<file path="src/rtl/ravenoc_pkg.sv">
// Shared types and constants for the RaveNoC router datapath.
package ravenoc_pkg;

  // Flit framing carried alongside each payload
  typedef enum logic [1:0] {
    HEAD_FLIT      = 2'b00,
    BODY_FLIT      = 2'b01,
    TAIL_FLIT      = 2'b10,
    HEAD_TAIL_FLIT = 2'b11
  } flit_type_t;

  // Port indices of the default 5-port mesh router
  localparam int unsigned NORTH_PORT = 0;
  localparam int unsigned SOUTH_PORT = 1;
  localparam int unsigned WEST_PORT  = 2;
  localparam int unsigned EAST_PORT  = 3;
  localparam int unsigned LOCAL_PORT = 4;

  localparam int unsigned DEFAULT_NUM_PORTS = LOCAL_PORT + 1;

  // Per-output switch allocation state
  typedef enum logic {
    IDLE   = 1'b0,
    LOCKED = 1'b1
  } s_alloc_state_t;

endpackage

</file>
<file path="src/rtl/rr_arbiter_n.sv">
// N-request one-hot round-robin arbiter. The pointer names the last winner;
// the search starts one position after it and wraps.
module rr_arbiter_n #(
  parameter int unsigned N  = 5,
  parameter int unsigned IW = (N > 1) ? $clog2(N) : 1
) (
  input  logic [N-1:0]  req_i,
  input  logic [IW-1:0] ptr_i,
  output logic [N-1:0]  gnt_o
);

  logic          found;
  logic [IW-1:0] idx;

  // First requester at or after ptr_i+1 (mod N) wins
  always_comb begin
    gnt_o = '0;
    found = 1'b0;
    idx   = '0;
    for (int k = 1; k <= int'(N); k++) begin
      idx = IW'((int'(ptr_i) + k) % int'(N));
      if (!found && req_i[idx]) begin
        gnt_o[idx] = 1'b1;
        found      = 1'b1;
      end
    end
  end

endmodule

</file>
<file path="src/rtl/router_switch_alloc.sv">
// N x N switch allocator and crossbar: per-output round-robin arbitration of
// head flits, wormhole locking until the tail, one registered stage per output.
module router_switch_alloc
  import ravenoc_pkg::*;
#(
  parameter int unsigned NUM_PORTS   = DEFAULT_NUM_PORTS,
  parameter int unsigned FLIT_WIDTH  = 32,
  parameter bit          ALLOW_UTURN = 1'b0
) (
  input  logic                            clk,
  input  logic                            arst,
  input  logic [NUM_PORTS-1:0]            in_valid_i,
  output logic [NUM_PORTS-1:0]            in_ready_o,
  input  logic [NUM_PORTS*FLIT_WIDTH-1:0] in_flit_i,
  input  logic [NUM_PORTS*2-1:0]          in_type_i,
  input  logic [NUM_PORTS*NUM_PORTS-1:0]  in_route_i,
  output logic [NUM_PORTS-1:0]            out_valid_o,
  input  logic [NUM_PORTS-1:0]            out_ready_i,
  output logic [NUM_PORTS*FLIT_WIDTH-1:0] out_flit_o,
  output logic [NUM_PORTS*2-1:0]          out_type_o,
  output logic [NUM_PORTS*NUM_PORTS-1:0]  out_src_o,
  output logic [NUM_PORTS-1:0]            lock_o,
  output logic [NUM_PORTS-1:0]            route_err_o
);

  localparam int unsigned IW = (NUM_PORTS > 1) ? $clog2(NUM_PORTS) : 1;

  // Unpacked per-input views
  logic [FLIT_WIDTH-1:0] flit  [NUM_PORTS];
  flit_type_t            ftype [NUM_PORTS];
  logic [NUM_PORTS-1:0]  route [NUM_PORTS];

  logic [NUM_PORTS-1:0] is_head;
  logic [NUM_PORTS-1:0] legal;
  logic [NUM_PORTS-1:0] owns_any;
  logic [NUM_PORTS-1:0] head_ok;
  logic [NUM_PORTS-1:0] err_set;
  logic [NUM_PORTS-1:0] err_q;

  // Per-output exports: ready contribution to each input, lock and owner
  logic [NUM_PORTS-1:0] rdy_mat   [NUM_PORTS];
  logic [NUM_PORTS-1:0] lock_vec;
  logic [IW-1:0]        owner_vec [NUM_PORTS];

  for (genvar i = 0; i < NUM_PORTS; i++) begin : g_in
    assign flit[i]    = in_flit_i[i*FLIT_WIDTH +: FLIT_WIDTH];
    assign ftype[i]   = flit_type_t'(in_type_i[i*2 +: 2]);
    assign route[i]   = in_route_i[i*NUM_PORTS +: NUM_PORTS];
    assign is_head[i] = (ftype[i] == HEAD_FLIT) || (ftype[i] == HEAD_TAIL_FLIT);
    // Exactly one-hot, and no U-turn unless allowed
    assign legal[i]   = (route[i] != '0) && ((route[i] & (route[i] - 1'b1)) == '0) &&
                        (ALLOW_UTURN || !route[i][i]);
  end

  // An input owning any output is mid-packet; a new head from it is a protocol error
  always_comb begin
    owns_any = '0;
    for (int o = 0; o < int'(NUM_PORTS); o++) begin
      if (lock_vec[o]) owns_any[owner_vec[o]] = 1'b1;
    end
  end

  assign head_ok = in_valid_i & is_head & legal & ~owns_any;
  assign err_set = in_valid_i & is_head & (~legal | owns_any);

  // Sticky per-input route/protocol error flags
  always_ff @(posedge clk or negedge arst) begin
    if (!arst) begin
      err_q <= '0;
    end else begin
      err_q <= err_q | err_set;
    end
  end

  assign route_err_o = err_q;

  // Merge per-output ready contributions; nothing is accepted during reset
  always_comb begin
    in_ready_o = '0;
    if (arst) begin
      for (int o = 0; o < int'(NUM_PORTS); o++) begin
        in_ready_o = in_ready_o | rdy_mat[o];
      end
    end
  end

  for (genvar o = 0; o < NUM_PORTS; o++) begin : g_out
    logic [NUM_PORTS-1:0]  req;
    logic [NUM_PORTS-1:0]  gnt;
    logic [NUM_PORTS-1:0]  rdy;
    s_alloc_state_t        state_q, state_d;
    logic [IW-1:0]         owner_q, owner_d;
    logic [IW-1:0]         ptr_q, ptr_d;
    logic [IW-1:0]         sel;
    logic                  slot_free;
    logic                  load;
    logic                  valid_q;
    logic [FLIT_WIDTH-1:0] flit_q;
    logic [1:0]            type_q;
    logic [NUM_PORTS-1:0]  src_q;

    // Head candidates routed to this output
    always_comb begin
      req = '0;
      for (int i = 0; i < int'(NUM_PORTS); i++) begin
        req[i] = head_ok[i] & route[i][o];
      end
    end

    rr_arbiter_n #(
      .N  (NUM_PORTS),
      .IW (IW)
    ) u_arb (
      .req_i (req),
      .ptr_i (ptr_q),
      .gnt_o (gnt)
    );

    assign slot_free = !valid_q | out_ready_i[o];

    // FSM outputs: selected input and its ready, gated by slot availability
    always_comb begin
      sel = owner_q;
      rdy = '0;
      if (state_q == IDLE) begin
        for (int i = 0; i < int'(NUM_PORTS); i++) begin
          if (gnt[i]) sel = IW'(i);
        end
        rdy = gnt & {NUM_PORTS{slot_free}};
      end else if ((ftype[owner_q] == BODY_FLIT) || (ftype[owner_q] == TAIL_FLIT)) begin
        rdy[owner_q] = slot_free;
      end
    end

    assign load = arst & in_valid_i[sel] & rdy[sel];

    // FSM next state: heads lock and move the pointer, tails release
    always_comb begin
      state_d = state_q;
      owner_d = owner_q;
      ptr_d   = ptr_q;
      unique case (state_q)
        IDLE: begin
          if (load) begin
            ptr_d = sel;
            if (ftype[sel] == HEAD_FLIT) begin
              state_d = LOCKED;
              owner_d = sel;
            end
          end
        end
        LOCKED: begin
          if (load && (ftype[sel] == TAIL_FLIT)) state_d = IDLE;
        end
        default: state_d = IDLE;
      endcase
    end

    // FSM state register; pointer starts at the last port so input 0 goes first
    always_ff @(posedge clk or negedge arst) begin
      if (!arst) begin
        state_q <= IDLE;
        owner_q <= '0;
        ptr_q   <= IW'(NUM_PORTS - 1);
      end else begin
        state_q <= state_d;
        owner_q <= owner_d;
        ptr_q   <= ptr_d;
      end
    end

    // Output register: load and drain may coincide; contents hold while stalled
    always_ff @(posedge clk or negedge arst) begin
      if (!arst) begin
        valid_q <= 1'b0;
        flit_q  <= '0;
        type_q  <= '0;
        src_q   <= '0;
      end else if (load) begin
        valid_q <= 1'b1;
        flit_q  <= flit[sel];
        type_q  <= ftype[sel];
        src_q   <= NUM_PORTS'(1) << sel;
      end else if (out_ready_i[o]) begin
        valid_q <= 1'b0;
      end
    end

    assign lock_vec[o]  = (state_q == LOCKED);
    assign owner_vec[o] = owner_q;
    assign rdy_mat[o]   = rdy;

    assign out_valid_o[o]                          = valid_q;
    assign out_flit_o[o*FLIT_WIDTH +: FLIT_WIDTH]  = flit_q;
    assign out_type_o[o*2 +: 2]                    = type_q;
    assign out_src_o[o*NUM_PORTS +: NUM_PORTS]     = src_q;
    assign lock_o[o]                               = lock_vec[o];
  end

endmodule

</file>
<file path="config.mk">
export PLATFORM = sky130hd
export DESIGN_NAME = router_switch_alloc
export DESIGN_NICKNAME = d
export VERILOG_FILES = /design/src/rtl/ravenoc_pkg.sv /design/src/rtl/rr_arbiter_n.sv /design/src/rtl/router_switch_alloc.sv
export SDC_FILE = /design/constraint.sdc
export NUM_CORES = 1
export LEC_CHECK = 0
export ABC_CLOCK_PERIOD_IN_PS = 20200
export BUFFER_PORTS_ARGS = -buffer_cell sky130_fd_sc_hd__buf_2
export CAP_MARGIN = 20
export CORE_ASPECT_RATIO = 0.6
export CORE_MARGIN = 3
export CORE_UTILIZATION = 35
export CTS_BUF_LIST = sky130_fd_sc_hd__clkbuf_8
export CTS_CLUSTER_SIZE = 12
export DETAILED_ROUTE_END_ITERATION = 16
export PLACE_DENSITY_LB_ADDON = 0.25
export SETUP_SLACK_MARGIN = 0.02
export SLEW_MARGIN = 10
export SYNTH_ARGS = -nofsm -noshare
export SYNTH_HDL_FRONTEND = slang
export SYNTH_SLANG_ARGS = --single-unit
</file>
<file path="constraint.sdc">
create_clock -name clk -period 20.2 [get_ports clk]
set_input_delay 4.04 -clock clk [delete_from_list [all_inputs] [get_ports clk]]
set_output_delay 4.04 -clock clk [all_outputs]
set_load 0.03 [all_outputs]
</file>
==> impl_metrics.toml <==
[worst_setup_path]
slack_of_the_worst_reg_to_reg_path_ps = 10970
r2r_cells = 26
slowest_delay_ps = 800
worst_path_max_delay_cell = "sky130_fd_sc_hd__nor4_2"
timing.critical_path.cells = "buf_2 > maj3_2 > a2111o_1 > nor4_2 > nand2_1 > o21ai_0 > and2_0 > a2111oi_2 > nor2_1 > o21ai_0 > nor3_1 > nor2_1 > buf_2"
worst-setup-path-type = "in2out"
data_arrival_critical_path_ps = 8610
crit_fanout = 9
cp.buffers_inverters = 2
worst_r2r_endpoint = "g_out[0].owner_q[2]$_DFFE_PN0P_"
timing.critical_path.required_ps = 16160
crit_path_end_kind = "output port"
crit_path_start_kind = "input port"
cpLargestDelayFamily = "simple AND/OR/NAND/NOR gates"
reg2reg_from = "g_out[0].ptr_q[0]$_DFFE_PN0P_"

[drt]
dr_total_vias = 29650
route.detailed.wl_per_inst_um = 26.29
initialDrtViolationCount = 3642
residual_drc = 0
route.antenna.remaining_nets = 0
postRouteWirelength_um = 125900
detail_route.vias_per_cell = 6.193
drt_first_pass_iters = 8

[global_route]
vias_in_the_first_global_route = 27160
grt_usage = 0.2920
grt_first_pass_wirelength_um = 184200
number_of_antenna_violations_at_the_first_check_in_global_routing = 3
grt_overflow = 0
grt_start_max_net_pins = 110

[worst_hold_path]
holdCritStartpoint = "route_err_o[0]$_DFF_PN0_"
whs_path_depth = 1
worst_hold_check_path_type = "reg2reg"
hold_end = "route_err_o[0]$_DFF_PN0_"

[clock_network]
htreeDepth = 2
cts_inserted_buffers = 47
cts_tree = "built"
cts_resized = 0
clock_sink_count = 240
insertion_delay_ps = 670
postCtsSetupRepairBufs = 0
root_buffer = "sky130_fd_sc_hd__clkbuf_8"
cts.reportedPaths.clkPinSlew_ps = 50
cts_hold_buf = 0
max-clock-path-buffers = 3

[timing]
setup_total_negative_slack_ps = 0
final_period_minus_worst_setup_slack_ps = 12650
final_setup_violations = 0
finalCritPeriodShare = 0.6262
hold_violations = 0
unrepaired_setup_endpoints_after_global_routing = "no"
max_freq_mhz = 79.06
slew_violations = 0
timing_worst_slew_pin_value_ps = 1149
worst_slew_margin_relative_to_its_limit = 0.2337
clock_skew_ps = 59.03

[die]
area_of_the_placeable_core_mm2 = 0.07642
num_io_pins = 422
row_count = 78
floorplan.die_area_mm2 = 0.08156
die_x_um = 366.7
die_h_um = 222.4
initial_utilization = 0.3575

[final_layout]
postLayoutCoreUtil = 0.4073
n_fill_cell = 7879
drive_above_1_share = 0.2096
area.growth.synth_to_final_pct = 13.90
mostFrequentLayoutCells = "420 x sky130_fd_sc_hd__buf_2, 394 x sky130_fd_sc_hd__nand2_1, 251 x sky130_fd_sc_hd__o21ai_0, 240 x sky130_fd_sc_hd__mux2i_1, 235 x sky130_fd_sc_hd__dfrtp_1"
layout.cells.most_common = "sky130_fd_sc_hd__buf_2"
nNetsFinal = 4050

[synth]
synth_area_mm2 = 0.02732
synth_cells = 3444
synthesis.nets = 3783
synth_sequential_area_ratio = 0.2200
yosys_warnings = 0
synth_async_sr_flop_share = 1.000
syn-mean-instance-area_um2 = 7.933
dominantRegCellSynth = "sky130_fd_sc_hd__dfrtp_1"
ys_seq_elements = 240
synth_edf_count = 0
yosysUniqueCellTypes = 123

[placement]
dpl.hpwl_um = 88920
final_gp_congestion = 0.9912
port_buffers = 421

[run]
cap_viol_max_count = 0

[run_status]
run_status = "completed"
-- cell families after synthesis --
group | after synthesis | share of synthesized area
flip-flops | 240 | 0.2200
XOR/XNOR | 67 | 0.02175
AND/OR/NAND/NOR | 1137 | 0.2095
adder cells (fa/ha/maj) | 133 | 0.06113
multiplexers | 385 | 0.1489
buffers and inverters | 395 | 0.06173
AO/OA/AOI/OAI | 1087 | 0.2769
-- synthesized netlist by cell type, types with 11 or more instances --
library cell | instances | area share
sky130_fd_sc_hd__inv_1 | 137 | 0.019
sky130_fd_sc_hd__dfrtp_1 | 235 | 0.22
sky130_fd_sc_hd__a21boi_0 | 13 | 0.0036
sky130_fd_sc_hd__ha_1 | 131 | 0.060
sky130_fd_sc_hd__a21o_1 | 22 | 0.0060
sky130_fd_sc_hd__a2111oi_0 | 11 | 0.0035
sky130_fd_sc_hd__a211oi_1 | 84 | 0.023
sky130_fd_sc_hd__or2_2 | 16 | 0.0037
sky130_fd_sc_hd__o21a_1 | 26 | 0.0071
sky130_fd_sc_hd__a211o_1 | 13 | 0.0042
sky130_fd_sc_hd__nand2_1 | 394 | 0.054
sky130_fd_sc_hd__buf_2 | 67 | 0.012
sky130_fd_sc_hd__nand2b_1 | 53 | 0.012
sky130_fd_sc_hd__and3_1 | 23 | 0.0053
sky130_fd_sc_hd__or3_1 | 14 | 0.0032
sky130_fd_sc_hd__clkbuf_1 | 141 | 0.019
sky130_fd_sc_hd__mux2i_1 | 240 | 0.088
sky130_fd_sc_hd__mux2_2 | 130 | 0.054
sky130_fd_sc_hd__and2_1 | 40 | 0.0092
sky130_fd_sc_hd__a22oi_1 | 84 | 0.023
sky130_fd_sc_hd__o311ai_0 | 12 | 0.0038
sky130_fd_sc_hd__and4_1 | 12 | 0.0038
sky130_fd_sc_hd__a21oi_1 | 197 | 0.036
sky130_fd_sc_hd__nor4_1 | 28 | 0.0064
sky130_fd_sc_hd__buf_4 | 20 | 0.0055
sky130_fd_sc_hd__a31oi_1 | 61 | 0.014
sky130_fd_sc_hd__a32oi_1 | 37 | 0.012
sky130_fd_sc_hd__o211ai_1 | 20 | 0.0055
sky130_fd_sc_hd__o31ai_1 | 22 | 0.0060
sky130_fd_sc_hd__xnor2_1 | 54 | 0.017
sky130_fd_sc_hd__o22ai_1 | 28 | 0.0064
sky130_fd_sc_hd__nor3b_1 | 17 | 0.0047
sky130_fd_sc_hd__nand4_1 | 29 | 0.0066
sky130_fd_sc_hd__nand3_1 | 60 | 0.011
sky130_fd_sc_hd__nor2_1 | 234 | 0.032
sky130_fd_sc_hd__o21ai_0 | 253 | 0.046
sky130_fd_sc_hd__a222oi_1 | 33 | 0.012
sky130_fd_sc_hd__nor2b_1 | 68 | 0.016
sky130_fd_sc_hd__xor2_1 | 12 | 0.0038
sky130_fd_sc_hd__nor3_1 | 65 | 0.012
sky130_fd_sc_hd__buf_1 | 20 | 0.0027
-- metrics by stage --
step	cells	area (µm²)	worst slack [ps]	hold slack, ps
finish	4788	31120	7551	460.6
global route	4786	31120	7230	473.4
CTS	4785	31110	7742	463.4
detailed placement	4702	30150	7746	447.4
global placement	4701	30140	7783	437.2
floorplan	3444	27320	8641	494.9
-- worst reg2reg max path, cell delays in order, from the launching register on --
cell and delay [ps]:
sky130_fd_sc_hd__dfrtp_1 380, sky130_fd_sc_hd__buf_4 240, sky130_fd_sc_hd__ha_1 330, sky130_fd_sc_hd__xnor2_2 280, sky130_fd_sc_hd__inv_1 200, sky130_fd_sc_hd__ha_1 280
sky130_fd_sc_hd__or4b_2 600, sky130_fd_sc_hd__and3_1 220, sky130_fd_sc_hd__xnor2_1 250, sky130_fd_sc_hd__inv_1 110, sky130_fd_sc_hd__ha_1 240, sky130_fd_sc_hd__nor2b_1 140
sky130_fd_sc_hd__o31a_1 370, sky130_fd_sc_hd__mux2_2 380, sky130_fd_sc_hd__or4_1 530, sky130_fd_sc_hd__a21o_1 180, sky130_fd_sc_hd__a2111oi_2 340, sky130_fd_sc_hd__nor2_1 260
sky130_fd_sc_hd__o2111a_1 240, sky130_fd_sc_hd__a211oi_4 560, sky130_fd_sc_hd__and2_2 270, sky130_fd_sc_hd__buf_4 610, sky130_fd_sc_hd__nand3_1 250, sky130_fd_sc_hd__a311oi_4 240
sky130_fd_sc_hd__buf_4 840, sky130_fd_sc_hd__o2111a_2 450, sky130_fd_sc_hd__mux2_1 330
-- how the worst max path moves through the flow --
stage                        start             to  slack (ps)  cells past startpoint
floorplan           in_route_i[13]  in_ready_o[3]        8640                     11
global placement    in_route_i[13]  in_ready_o[4]        7780                     13
detailed placement  in_route_i[13]  in_ready_o[4]        7750                     13
CTS                 in_route_i[13]  in_ready_o[4]        7740                     13
global route        in_route_i[13]  in_ready_o[4]        7230                     13
finish              in_route_i[13]  in_ready_o[4]        7550                     13
-- flip-flops by register name (all words and copies together), names as in the netlist --
signal / flops
g_out.flit_q: 160
g_out.owner_q: 15
g_out.ptr_q: 15
g_out.src_q: 25
g_out.state_q: 5
g_out.type_q: 10
g_out.valid_q: 5
route_err_o: 5
-- routing by layer --
metal / GRT usage / part of all wire
met2: 0.3911 / 0.39
met4: 0.07605 / 0.024
met1: 0.4384 / 0.46
met3: 0.09657 / 0.12
met5: 0 / 0
-- layout make-up --
class,instances,area (µm²),area share
well taps,1040,1301,0.04181
flip-flops and latches,240,6012,0.1932
clock buffers,57,784.5,0.02521
repair buffers,472,2520,0.08097
diodes,3,7.507,0.0002412
clock inverters,26,175.2,0.005629
multi-input cells,2809,19790,0.6360
inverters,141,529.3,0.01701
Power is left out: the tool's default activity adds up to more than one toggle a clock period on the data nets, which glitch-free logic cannot reach.
